==> src/rtl/adc_cap_sequencer.sv <==
// ---------------------------------------------------------------------------
// adc_cap_sequencer
//
// Purpose: arbitrates capture requests from NUM_REQ requesters (round-robin)
// and sequences a bank of NUM_CAP ADC capture-to-BRAM engines. For each grant
// it strobes the selected engines, waits for them to leave idle and return
// to idle, flags engines that miss either deadline, and acknowledges the
// requester.
//
// Ports:
//   aclk, aresetn    clock shared with the engines; async active-low reset
//   req_i            per-requester request level
//   cap_mask_i       engine select, slice r = [r*NUM_CAP +: NUM_CAP]
//   req_ack_o        one-cycle ack pulse to the granted requester
//   capture_o        capture strobes to the engines
//   done_i           engine idle flags (1 = idle)
//   busy_o           sequencer is not in IDLE
//   grant_id_o       requester currently or last granted
//   capture_count_o  successful captures (wraps)
//   timeout_o        sticky timeout flag
//   err_mask_o       sticky per-engine failure flags
//   clear_i          synchronous clear of timeout_o / err_mask_o
//
// Handshake: a requester raises req_i[r] and holds it until it sees
// req_ack_o[r] high for one cycle; it must drop (or re-arm) the request in
// that same cycle. The ack appears the cycle after COMPLETE, while the FSM
// is already back in IDLE, so a request still high at the next edge is
// treated as a new request.
// ---------------------------------------------------------------------------
module adc_cap_sequencer #(
  parameter int NUM_CAP        = 4,
  parameter int NUM_REQ        = 3,
  parameter int HOLD_CYCLES    = 4,
  parameter int START_WAIT     = 16,
  parameter int TIMEOUT_CYCLES = 4096,
  localparam int GW = (NUM_REQ > 1) ? $clog2(NUM_REQ) : 1
) (
  input  logic                       aclk,
  input  logic                       aresetn,
  input  logic [NUM_REQ-1:0]         req_i,
  input  logic [NUM_REQ*NUM_CAP-1:0] cap_mask_i,
  output logic [NUM_REQ-1:0]         req_ack_o,
  output logic [NUM_CAP-1:0]         capture_o,
  input  logic [NUM_CAP-1:0]         done_i,
  output logic                       busy_o,
  output logic [GW-1:0]              grant_id_o,
  output logic [31:0]                capture_count_o,
  output logic                       timeout_o,
  output logic [NUM_CAP-1:0]         err_mask_o,
  input  logic                       clear_i
);

  // One counter serves the strobe width, start wait and done timeout.
  localparam int CMAX = (TIMEOUT_CYCLES > START_WAIT + 1) ? TIMEOUT_CYCLES : START_WAIT + 1;
  localparam int CW   = $clog2(CMAX + 1);
  localparam int AW   = GW + 1;

  typedef enum logic [2:0] {
    S_IDLE       = 3'd0,
    S_ISSUE      = 3'd1,
    S_WAIT_START = 3'd2,
    S_WAIT_DONE  = 3'd3,
    S_COMPLETE   = 3'd4
  } state_t;

  state_t               state_q, state_d;
  logic [CW-1:0]        cnt_q, cnt_d;
  logic [NUM_CAP-1:0]   sel_q, sel_d;
  logic [GW-1:0]        ptr_q, ptr_d;
  logic [GW-1:0]        grant_q, grant_d;
  logic                 ok_q, ok_d;
  logic [NUM_CAP-1:0]   capture_q, capture_d;
  logic [NUM_REQ-1:0]   ack_q, ack_d;
  logic                 busy_q, busy_d;
  logic [31:0]          count_q, count_d;
  logic                 timeout_q, timeout_d;
  logic [NUM_CAP-1:0]   err_q, err_d;

  // Round-robin pick: first requester at or after ptr_q, wrapping.
  logic                 found;
  logic [GW-1:0]        gidx;
  logic [AW-1:0]        sum;
  logic [NUM_CAP-1:0]   mask_new;
  logic [NUM_CAP-1:0]   sel_done;

  always_comb begin
    found = 1'b0;
    gidx  = '0;
    sum   = '0;
    for (int i = 0; i < NUM_REQ; i++) begin
      sum = {1'b0, ptr_q} + AW'(i);
      if (sum >= AW'(NUM_REQ)) sum = sum - AW'(NUM_REQ);
      if (!found && req_i[sum[GW-1:0]]) begin
        found = 1'b1;
        gidx  = sum[GW-1:0];
      end
    end
    mask_new = cap_mask_i[int'(gidx)*NUM_CAP +: NUM_CAP];
  end

  // Only selected engines are looked at.
  assign sel_done = done_i & sel_q;

  always_comb begin
    state_d   = state_q;
    cnt_d     = cnt_q + CW'(1);
    sel_d     = sel_q;
    ptr_d     = ptr_q;
    grant_d   = grant_q;
    ok_d      = ok_q;
    capture_d = '0;
    ack_d     = '0;
    count_d   = count_q;
    // Clear first, then any new error below overrides it.
    timeout_d = clear_i ? 1'b0 : timeout_q;
    err_d     = clear_i ? '0   : err_q;

    case (state_q)
      S_IDLE: begin
        cnt_d = '0;
        if (found) begin
          grant_d = gidx;
          sel_d   = mask_new;
          ptr_d   = (gidx == GW'(NUM_REQ - 1)) ? '0 : gidx + GW'(1);
          ok_d    = 1'b0;
          state_d = (mask_new == '0) ? S_COMPLETE : S_ISSUE;
        end
      end
      S_ISSUE: begin
        capture_d = sel_q;
        if (cnt_q == CW'(HOLD_CYCLES - 1)) begin
          cnt_d   = '0;
          state_d = S_WAIT_START;
        end
      end
      S_WAIT_START: begin
        // The count starts when the strobe register drops, so the deadline
        // lands START_WAIT clocks after the strobe ends.
        if (sel_done == '0) begin
          cnt_d   = '0;
          state_d = S_WAIT_DONE;
        end else if (cnt_q == CW'(START_WAIT)) begin
          timeout_d = 1'b1;
          err_d     = err_d | sel_done;
          ok_d      = 1'b0;
          state_d   = S_COMPLETE;
        end
      end
      S_WAIT_DONE: begin
        if (sel_done == sel_q) begin
          ok_d    = 1'b1;
          state_d = S_COMPLETE;
        end else if (cnt_q == CW'(TIMEOUT_CYCLES - 1)) begin
          timeout_d = 1'b1;
          err_d     = err_d | (sel_q & ~done_i);
          ok_d      = 1'b0;
          state_d   = S_COMPLETE;
        end
      end
      S_COMPLETE: begin
        ack_d[grant_q] = 1'b1;
        if (ok_q && (sel_q != '0)) count_d = count_q + 32'd1;
        state_d = S_IDLE;
      end
      default: state_d = S_IDLE;
    endcase

    busy_d = (state_d != S_IDLE);
  end

  always_ff @(posedge aclk or negedge aresetn) begin
    if (!aresetn) begin
      state_q   <= S_IDLE;
      cnt_q     <= '0;
      sel_q     <= '0;
      ptr_q     <= '0;
      grant_q   <= '0;
      ok_q      <= 1'b0;
      capture_q <= '0;
      ack_q     <= '0;
      busy_q    <= 1'b0;
      count_q   <= '0;
      timeout_q <= 1'b0;
      err_q     <= '0;
    end else begin
      state_q   <= state_d;
      cnt_q     <= cnt_d;
      sel_q     <= sel_d;
      ptr_q     <= ptr_d;
      grant_q   <= grant_d;
      ok_q      <= ok_d;
      capture_q <= capture_d;
      ack_q     <= ack_d;
      busy_q    <= busy_d;
      count_q   <= count_d;
      timeout_q <= timeout_d;
      err_q     <= err_d;
    end
  end

  assign req_ack_o       = ack_q;
  assign capture_o       = capture_q;
  assign busy_o          = busy_q;
  assign grant_id_o      = grant_q;
  assign capture_count_o = count_q;
  assign timeout_o       = timeout_q;
  assign err_mask_o      = err_q;

endmodule

==> config.mk <==
export PLATFORM = sky130hd
export DESIGN_NAME = adc_cap_sequencer
export DESIGN_NICKNAME = d
export VERILOG_FILES = /design/src/rtl/adc_cap_sequencer.sv
export SDC_FILE = /design/constraint.sdc
export NUM_CORES = 1
export LEC_CHECK = 0
export CORE_UTILIZATION = 30
export CTS_CLUSTER_SIZE = 40
export DETAILED_ROUTE_END_ITERATION = 10
export GPL_TIMING_DRIVEN = 0
export MAX_ROUTING_LAYER = met4
export PLACE_DENSITY_LB_ADDON = 0.15
export SYNTH_ARGS = -nofsm -noshare
export SYNTH_HDL_FRONTEND = slang
export SYNTH_SLANG_ARGS = --single-unit
==> constraint.sdc <==
create_clock -name aclk -period 7.8 [get_ports aclk]
set_input_delay 1.17 -clock aclk [delete_from_list [all_inputs] [get_ports aclk]]
set_output_delay 1.17 -clock aclk [all_outputs]
set_load 0.005 [all_outputs]
==> results of run 1 <==
## state kept, by name, summed over array words and instances, names as in the netlist
signal and cells:
grant_id_o 2, capture_o 4, busy_o 1, state_q 3
cnt_q 13, timeout_o 1, capture_count_o 32, sel_q 4
err_mask_o 4, ok_q 1, req_ack_o 3, ptr_q 2
## cell families (layout without fill, tap and decap cells)
logic type	after synthesis	in the layout	synth area share, %
buf+inv	29	113	3.47
mux	11	11	3.20
fa+ha+maj	7	7	2.41
flops	70	70	48.1
simple gates	144	144	21.6
xor+xnor	41	41	9.86
compound gates	55	55	11.3
## synthesized netlist by cell type (all sizes together) (6+ instances only)
| cell | n | area, um2 |
|---|---|---|
| dfrtp | 70 | 1750 |
| nand2 | 30 | 113 |
| nor2 | 27 | 104 |
| xnor2 | 27 | 236 |
| inv | 19 | 71.3 |
| xor2 | 14 | 123 |
| nand3 | 13 | 65.1 |
| nand4 | 10 | 62.6 |
| nor2b | 9 | 56.3 |
| o21ai | 9 | 45.0 |
| and3 | 8 | 50.1 |
| a211oi | 7 | 52.6 |
| a21oi | 7 | 35.0 |
| ha | 7 | 87.6 |
| nor3 | 7 | 35.0 |
| mux2i | 6 | 60.1 |
| nand2b | 6 | 37.5 |
| nor4 | 6 | 43.8 |
## metal layers
metal  vias to the layer above  routed length (um)  track usage [%]
li1                       1427                   -                -
met3                         9                 443             4.59
met5                         -                   0                -
met4                         0                 111             4.53
met1                      1397                4200             20.6
met2                        73                3530             20.9
## worst register-to-register path: cells and delay by family, from the launching register on
| kind | cells | cell delay, ns |
|---|---|---|
| muxes | 3 | 0.99 |
| adders and majority gates | 1 | 0.26 |
| AOI/OAI and AO/OA | 2 | 0.60 |
| buffers and inverters | 3 | 0.63 |
| DFF | 1 | 0.42 |
## path summary, 6_finish.rpt
path                                      from             endpoint  slack, ns  cells after the start
max in group asynchronous              aresetn            cnt_q[10]       6.27                      1
hold reg to reg            capture_count_o[31]  capture_count_o[31]       0.47                      1
min in group asynchronous              aresetn  capture_count_o[23]       0.96                      1
hold / removal             capture_count_o[31]  capture_count_o[31]       0.47                      1
setup / recovery                      req_i[1]           state_q[0]       4.51                      9
setup reg to reg                      ptr_q[1]        grant_id_o[0]       4.79                      9
## power groups by stage
stage | Clock (mW) | Combinational, mW | Sequential [mW]
after floorplan | 0 | 0.358 | 0.463
after global placement | 0 | 0.510 | 0.478
after detailed placement | 0 | 0.512 | 0.478
after CTS | 0.390 | 0.515 | 0.473
after global routing | 0.410 | 0.574 | 0.483
final | 0.380 | 0.511 | 0.473
## final cells by class
class / count / area share, %
Multi-Input combinational cell: 258 / 36.9
Inverter: 19 / 1.49
Tap cell: 143 / 3.75
Sequential cell: 70 / 36.7
Timing Repair Buffer: 68 / 14.2
Clock buffer: 11 / 5.08
Buffer: 10 / 1.15
Clock inverter: 5 / 0.734
## per-stage QoR
stage	hold slack [ns]	util (%)	area, um2	worst slack (ns)	total power [mW]
2_1_floorplan	0.449	-	3640	5.09	0.822
6_report	0.473	41.1	4780	4.51	1.36
4_1_cts	0.479	41.1	4780	4.54	1.38
3_5_place_dp	0.471	38.7	4500	4.21	0.990
5_1_grt	0.489	41.1	4780	4.31	1.47
3_3_place_gp	0.458	38.8	4500	3.09	0.989
==> flow_metrics.tcl, run 1 <==
set metrics [dict create \
    outcome "finished with violations" \
    violations "DRC" \
    placedCellCount 568 \
    clkPwrFrac_pct 27.8 \
    die_width_um 112 \
    clock-sinks 70 \
    diodes 0 \
    gr-usage-all-layers_pct 14.9 \
    fmax_mhz 304 \
    ctsResizeCount 0 \
    seqPwrFrac_pct 34.7 \
    crit_path_max_incr_delay_ns 0.49 \
    p_int_mw 0.871 \
    max-cap-violations 0 \
    syn_to_final_growth_pct 31.2 \
    cp_top_family "buffers and inverters" \
    syn-cell-area_mm2 0.00364 \
    clk_pin_slew_ns 0.06 \
    tns_ns 0 \
    max-clock-path-buffers 2 \
    crit_top_cell "clkbuf_1" \
    synth.distinct_cells 57 \
    synth_cells 357 \
    drt-total-wl_um 8290 \
    num_vias 2906 \
    synth_enable_flop_cells 0 \
    layout_common_cells "dfrtp_1, clkdlybuf4s50_1, nand2_1" \
    p_leak_nw 2.09 \
    ctsHoldBuffers 0 \
    skew_ns 0.00740 \
    clock_latency_ns 0.34 \
    maxSlewHeadroom_pct 40.5 \
    cts_root_buffer "clkbuf_16" \
    cts_tree "built" \
    worstPathRequired_ns 7.99 \
    die_area_mm2 0.0126 \
    cts_buffers 9 \
    nFillCells 1158 \
    syn_avg_cell_area_um2 10.2 \
    fin_crit_sh_pct 42.2 \
    async_reset_ff_share_pct 100 \
    antenna_found_initial 0 \
    period_needed_ns 3.29 \
    globalplace.congestion 0.792 \
    die_h_um 112 \
    multi_input_area_mm2 0.00176 \
    instances_no_fill 584 \
    cts_setup_buffers 0 \
    p_sw_mw 0.493 \
    num-nets-final 465 \
    rsz0062_at_grt "no" \
    comb_power_share_pct 37.5 \
    yosysWarnings 0 \
    grt_pass1_wl_um 14300 \
    dr.first_iter.drc_count 200 \
    synth_seq_area_share_pct 48.1 \
    critPathKind "input port to flip-flop" \
    swShare_pct 36.2 \
    synth_fp_nets 386 \
    worstSetupStartpointType "input port" \
    hold_class "flip-flop to flip-flop" \
    ys.flop_type "dfrtp_1" \
    regArea_mm2 0.00175 \
    crit_buf_inv 3 \
    initial_core_util_pct 31.4 \
    io_pins 69 \
    wire_per_inst_um 14.2 \
    drive_above_1_share_pct 7.48 \
    crit_path_top_delay_cell "clkdlybuf4s50_1" \
    setup_violations 0 \
    worst_pin_slew_ns 0.892 \
    worstPathCellList "clkdlybuf4s50_1 -> and3b_1 -> clkbuf_1 -> a211oi_1 -> o21a_1 -> or2_2 -> clkbuf_1 -> mux2i_1 -> a31oi_1" \
    firstDrtPassIters 7 \
    hpwl_um 5950 \
    layout_commonest_cell "dfrtp_1" \
    crit_arrival_ns 3.48 \
    cp-end-kind "flip-flop" \
    grt_max_degree 71 \
    grt_pass1_vias 2796 \
    num_rows 39 \
    path_max_fanout 7 \
    p_per_area_mw_per_mm2 286 \
    synth_seq_cells 70 \
    ant_nets 0 \
    vias_per_cell 4.98 \
    overflow 0 \
    core-area_mm2 0.0116 \
    hold_violations 0 \
    portBuffers 68 \
    htreeDepth 3 \
    vdd_drop_max_v 0.000134 \
    drc 8 \
    drv_slew 0 \
]
No activity file was read; power rests on OpenSTA's default activity.
==> run 2, diff against run 1 <==
==> constraint.sdc (replaced) <==
create_clock -name aclk -period 3.2 [get_ports aclk]
set_input_delay 0.48 -clock aclk [delete_from_list [all_inputs] [get_ports aclk]]
set_output_delay 0.48 -clock aclk [all_outputs]
set_load 0.005 [all_outputs]
==> flow_metrics.tcl, run 2 (same netlist as run 1, synthesis figures left out) <==
set metrics [dict create \
    die_area_mm2 0.0126 \
    cp_top_family "compound AO/OA/AOI/OAI gates" \
    tns_ns 0 \
    clock_latency_ns 0.34 \
    crit_buf_inv 3 \
    worstSetupStartpointType "flip-flop" \
    cp-end-kind "flip-flop" \
    p_leak_nw 2.09 \
    setup_violations 0 \
    dr.first_iter.drc_count 198 \
    worst_pin_slew_ns 0.892 \
    rsz0062_at_grt "no" \
    gr-usage-all-layers_pct 14.9 \
    clk_pin_slew_ns 0.06 \
    cts_root_buffer "clkbuf_16" \
    total_power_mw 3.32 \
    drive_above_1_share_pct 7.71 \
    clock-sinks 70 \
    clkPwrFrac_pct 27.8 \
    crit_top_cell "clkbuf_1" \
    num_vias 2893 \
    drv_slew 0 \
    ctsHoldBuffers 0 \
    outcome "finished with violations" \
    syn_to_final_growth_pct 31.2 \
    violations "DRC" \
    die_width_um 112 \
    layout_commonest_cell "dfrtp_1" \
    largest_register_ff_count 32 \
    io_pins 69 \
    drt-total-wl_um 8280 \
    wire_per_inst_um 14.2 \
    antenna_found_initial 0 \
    drc 8 \
    diodes 0 \
    period_needed_ns 2.83 \
    seqPwrFrac_pct 34.7 \
    final_util_pct 41.1 \
    grt_max_degree 71 \
    max-clock-path-buffers 2 \
    die_h_um 112 \
    overflow 0 \
    ant_nets 0 \
    swShare_pct 36.1 \
    crit_path_top_delay_cell "ha_1" \
    critPathKind "flip-flop to flip-flop" \
    p_sw_mw 1.20 \
    num-nets-final 465 \
    hold_violations 0 \
    grt_pass1_wl_um 14300 \
    crit_path_max_incr_delay_ns 0.40 \
    worstPathCellList "inv_1 -> ha_1 -> and3b_1 -> clkbuf_1 -> a211oi_1 -> o21a_1 -> or2_2 -> clkbuf_1 -> mux2i_1 -> a31oi_1" \
    crit_arrival_ns 3.02 \
    p_per_area_mw_per_mm2 696 \
    globalplace.congestion 0.792 \
    num_rows 39 \
    skew_ns 0.00713 \
    vdd_drop_max_v 0.000326 \
    grt_pass1_vias 2796 \
    htreeDepth 3 \
    vias_per_cell 4.95 \
    comb_power_share_pct 37.5 \
    worstPathRequired_ns 3.39 \
    fin_crit_sh_pct 88.6 \
    path_max_fanout 9 \
    portBuffers 68 \
    maxSlewHeadroom_pct 40.5 \
    max-cap-violations 0 \
    fmax_mhz 353 \
    layout_common_cells "dfrtp_1, clkdlybuf4s50_1, nand2_1" \
    initial_core_util_pct 31.4 \
    cts_tree "built" \
    hpwl_um 5950 \
    p_int_mw 2.12 \
    hold_class "input port to async pin" \
    firstDrtPassIters 7 \
    core-area_mm2 0.0116 \
    cts_buffers 9 \
]
[run 2: cell count changes in the layout (fill, tap and decap cells not counted)]
cell / delta
clkbuf_1: -1
clkbuf_2: +1
[run 2: worst reg2reg max path: cells and delay by family (launching register included)]
kind / cells / cell delay, ns
AOI/OAI and AO/OA: 3 / 0.68
adders and majority gates: 1 / 0.40
buffers and inverters: 3 / 0.55
DFF: 1 / 0.39
muxes: 1 / 0.32
and+or+nand+nor: 2 / 0.36
[run 2: worst paths after layout]
| path | startpoint | to | slack [ns] | depth (start not counted) |
|---|---|---|---|---|
| max reg2reg | ptr_q[0] | state_q[0] | 0.37 | 10 |
| min reg2reg | capture_count_o[31] | capture_count_o[31] | 0.47 | 1 |
| min | aresetn | capture_count_o[23] | 0.27 | 1 |
| min in group aclk | capture_count_o[31] | capture_count_o[31] | 0.47 | 1 |
| max | ptr_q[0] | state_q[0] | 0.37 | 10 |
| max in group asynchronous | aresetn | cnt_q[10] | 2.35 | 1 |
[run 2: power by group through the flow]
| stage | Combinational (mW) | Sequential (mW) | Clock [mW] |
|---|---|---|---|
| CTS | 1.26 | 1.15 | 0.950 |
| finish | 1.25 | 1.15 | 0.924 |
| detailed placement | 1.25 | 1.16 | 0 |
| global placement | 1.24 | 1.17 | 0 |
| floorplan | 0.874 | 1.13 | 0 |
| global route | 1.40 | 1.18 | 1.00 |
[run 2: layer usage]
metal	GRT usage, %	up-vias	share of wire, %
met5	-	-	0
met4	4.53	0	1.3
met3	4.59	9	5.5
met2	20.9	72	42
met1	20.6	1385	51
li1	-	1427	-
[run 2: area by class of cell]
class | instances | area [um2]
Clock inverter | 5 | 35.0
Fill cell | 1158 | 6840
Buffer | 10 | 56.3
Tap cell | 143 | 179
Timing Repair Buffer | 68 | 678
Clock buffer | 11 | 243
Multi-Input combinational cell | 258 | 1760
Inverter | 19 | 71.3
Sequential cell | 70 | 1750
[run 2: metrics by stage]
| stage | setup slack [ns] | hold WS (ns) | area, um2 | std cells |
|---|---|---|---|---|
| after floorplan | 0.619 | 0.184 | 3640 | 357 |
| after global placement | -0.824 | 0.458 | 4500 | 568 |
| after detailed placement | 0.192 | 0.471 | 4500 | 568 |
| after CTS | 0.167 | 0.315 | 4780 | 584 |
| after global routing | 0.0141 | 0.362 | 4780 | 584 |
| final | 0.365 | 0.270 | 4780 | 584 |
[run 2: what timing repair did]
item,4_1_cts,5_1_grt
hold endpoints to repair,0,0
buffers inserted,0,0
setup endpoints to repair,0,12
gates resized for setup,0,2
==> run 3, diff against run 2 <==
--- a/config.mk
+++ b/config.mk
@@ -5,7 +5,7 @@
 export SDC_FILE = /design/constraint.sdc
 export NUM_CORES = 1
 export LEC_CHECK = 0
-export CORE_UTILIZATION = 30
+export CORE_UTILIZATION = 52
 export CTS_CLUSTER_SIZE = 40
 export DETAILED_ROUTE_END_ITERATION = 10
 export GPL_TIMING_DRIVEN = 0
==> flow_metrics.tcl, run 3 (same netlist as run 1, synthesis figures left out) <==
set metrics [dict create \
    num_rows 30 \
    period_needed_ns 2.92 \
    drv_slew 0 \
    crit_arrival_ns 3.14 \
    diodes 0 \
    maxSlewHeadroom_pct 41.8 \
    cts_buffers 9 \
    grt_pass1_wl_um 12000 \
    grt_pass1_vias 2632 \
    io_pins 69 \
    cp-end-kind "flip-flop" \
    crit_path_top_delay_cell "o31ai_2" \
    hold_violations 0 \
    fmax_mhz 343 \
    drt-total-wl_um 7150 \
    skew_ns 0.0102 \
    htreeDepth 3 \
    num_vias 2905 \
    setup_slack_ns 0.284 \
    vias_per_cell 5.41 \
    die_width_um 85.7 \
    num-nets-final 465 \
    portBuffers 68 \
    nFillCells 557 \
    drive_above_1_share_pct 7.94 \
    core-area_mm2 0.00679 \
    max-cap-violations 0 \
    multi_input_area_mm2 0.00176 \
    overflow 0 \
    cp_top_family "multiplexers" \
    placedCellCount 521 \
    rsz0062_at_grt "no" \
    grt_max_degree 71 \
    largest_register_ff_count 32 \
    cts_root_buffer "clkbuf_8" \
    clk_pin_slew_ns 0.08 \
    die_h_um 85.7 \
    globalplace.congestion 0.896 \
    outcome "complete, no violations" \
    worstPathCellList "inv_1 -> ha_1 -> clkbuf_2 -> mux2_2 -> mux2i_1 -> o21ai_0 -> o31ai_2 -> inv_1 -> mux2_2" \
    regArea_mm2 0.00175 \
    hpwl_um 5350 \
    instances_no_fill 537 \
    path_max_fanout 10 \
    setup_violations 0 \
    cts_setup_buffers 0 \
    wire_per_inst_um 13.3 \
    hold_class "input port to async pin" \
    antenna_found_initial 0 \
    crit_start "ptr_q[1]" \
    worstSetupStartpointType "flip-flop" \
    layout_common_cells "dfrtp_1, clkdlybuf4s50_1, nand2_1" \
    clock_latency_ns 0.34 \
    layout_commonest_cell "dfrtp_1" \
    crit_buf_inv 3 \
    max-clock-path-buffers 2 \
    r2r_start "ptr_q[1]" \
    fin_crit_sh_pct 91.1 \
    cts_tree "built" \
    ant_nets 0 \
    initial_core_util_pct 53.6 \
    dr.first_iter.drc_count 106 \
    firstDrtPassIters 4 \
    worstPathRequired_ns 3.42 \
    die_area_mm2 0.00734 \
    gr-usage-all-layers_pct 21.4 \
    drc 0 \
    crit_path_max_incr_delay_ns 0.44 \
    critPathKind "flip-flop to flip-flop" \
    worst_pin_slew_ns 0.873 \
    pre_cts_ws_ns 0.179 \
    syn_to_final_growth_pct 27.7 \
    vdd_drop_max_v 0.000431 \
    p_per_area_mw_per_mm2 664 \
    clock-sinks 70 \
    p_leak_nw 2.06 \
]
run 3: cell count changes in the layout (fill, tap and decap cells not counted), sizes merged:
cell / previous run / this run
clkbuf: 16 / 15
clkinv: 1 / 3
bufinv: 0 / 1
clkinvlp: 4 / 2
run 3: final timing paths:
path,to,slack [ns],cells after the start
min,capture_count_o[23],0.23,1
max reg2reg,grant_id_o[0],0.28,9
min in group aclk,capture_count_o[31],0.48,1
min reg2reg,capture_count_o[31],0.48,1
max,grant_id_o[0],0.28,9
max in group asynchronous,cnt_q[12],2.37,1
run 3: worst reg2reg max path: stages (launching register included):
cell and delay, ns:
dfrtp_1 0.42, inv_1 0.09, ha_1 0.25, clkbuf_2 0.27
mux2_2 0.38, mux2i_1 0.27, o21ai_0 0.21, o31ai_2 0.44
inv_1 0.16, mux2_2 0.29
run 3: final cells by class:
class	count	share of cell area, %
buffer	10	1.21
clock inverter	6	1.53
inverter	19	1.53
sequential	70	37.7
timing repair buffer	68	14.6
tap	96	2.58
clock buffer	10	2.96
multi-input combinational	258	37.9
run 3: layer usage:
layer | up-vias | GRT usage, % | wire, um
li1 | 1429 | - | -
met1 | 1392 | 27.5 | 3320
met2 | 68 | 33.2 | 3430
met3 | 16 | 4.14 | 247
met4 | 0 | 9.09 | 153
met5 | - | - | 0
run 3: repair_timing:
item                                   4_1_cts  5_1_grt
endpoints found under the hold margin        0        0
hold buffers                                 0        0
setup endpoints to repair                    0        3
resized for setup                            0        2
run 3: metrics by stage:
step | power, mW | util [%] | hold WS (ns) | area [um2] | TNS, ns
2_1_floorplan | 2.00 | - | 0.184 | 3640 | 0
3_3_place_gp | 2.36 | 65.4 | 0.459 | 4440 | -44.83
3_5_place_dp | 2.38 | 65.3 | 0.474 | 4440 | 0
4_1_cts | 3.11 | 68.4 | 0.267 | 4650 | 0
5_1_grt | 3.31 | 68.4 | 0.303 | 4650 | 0
6_report | 3.09 | 68.4 | 0.233 | 4650 | 0
run 3: report_power, final:
part	internal [mW]	switching, mW	leakage, nW
registers	1.01	0.127	0.952
clock network	0.385	0.330	0.0987
logic	0.564	0.666	1.01
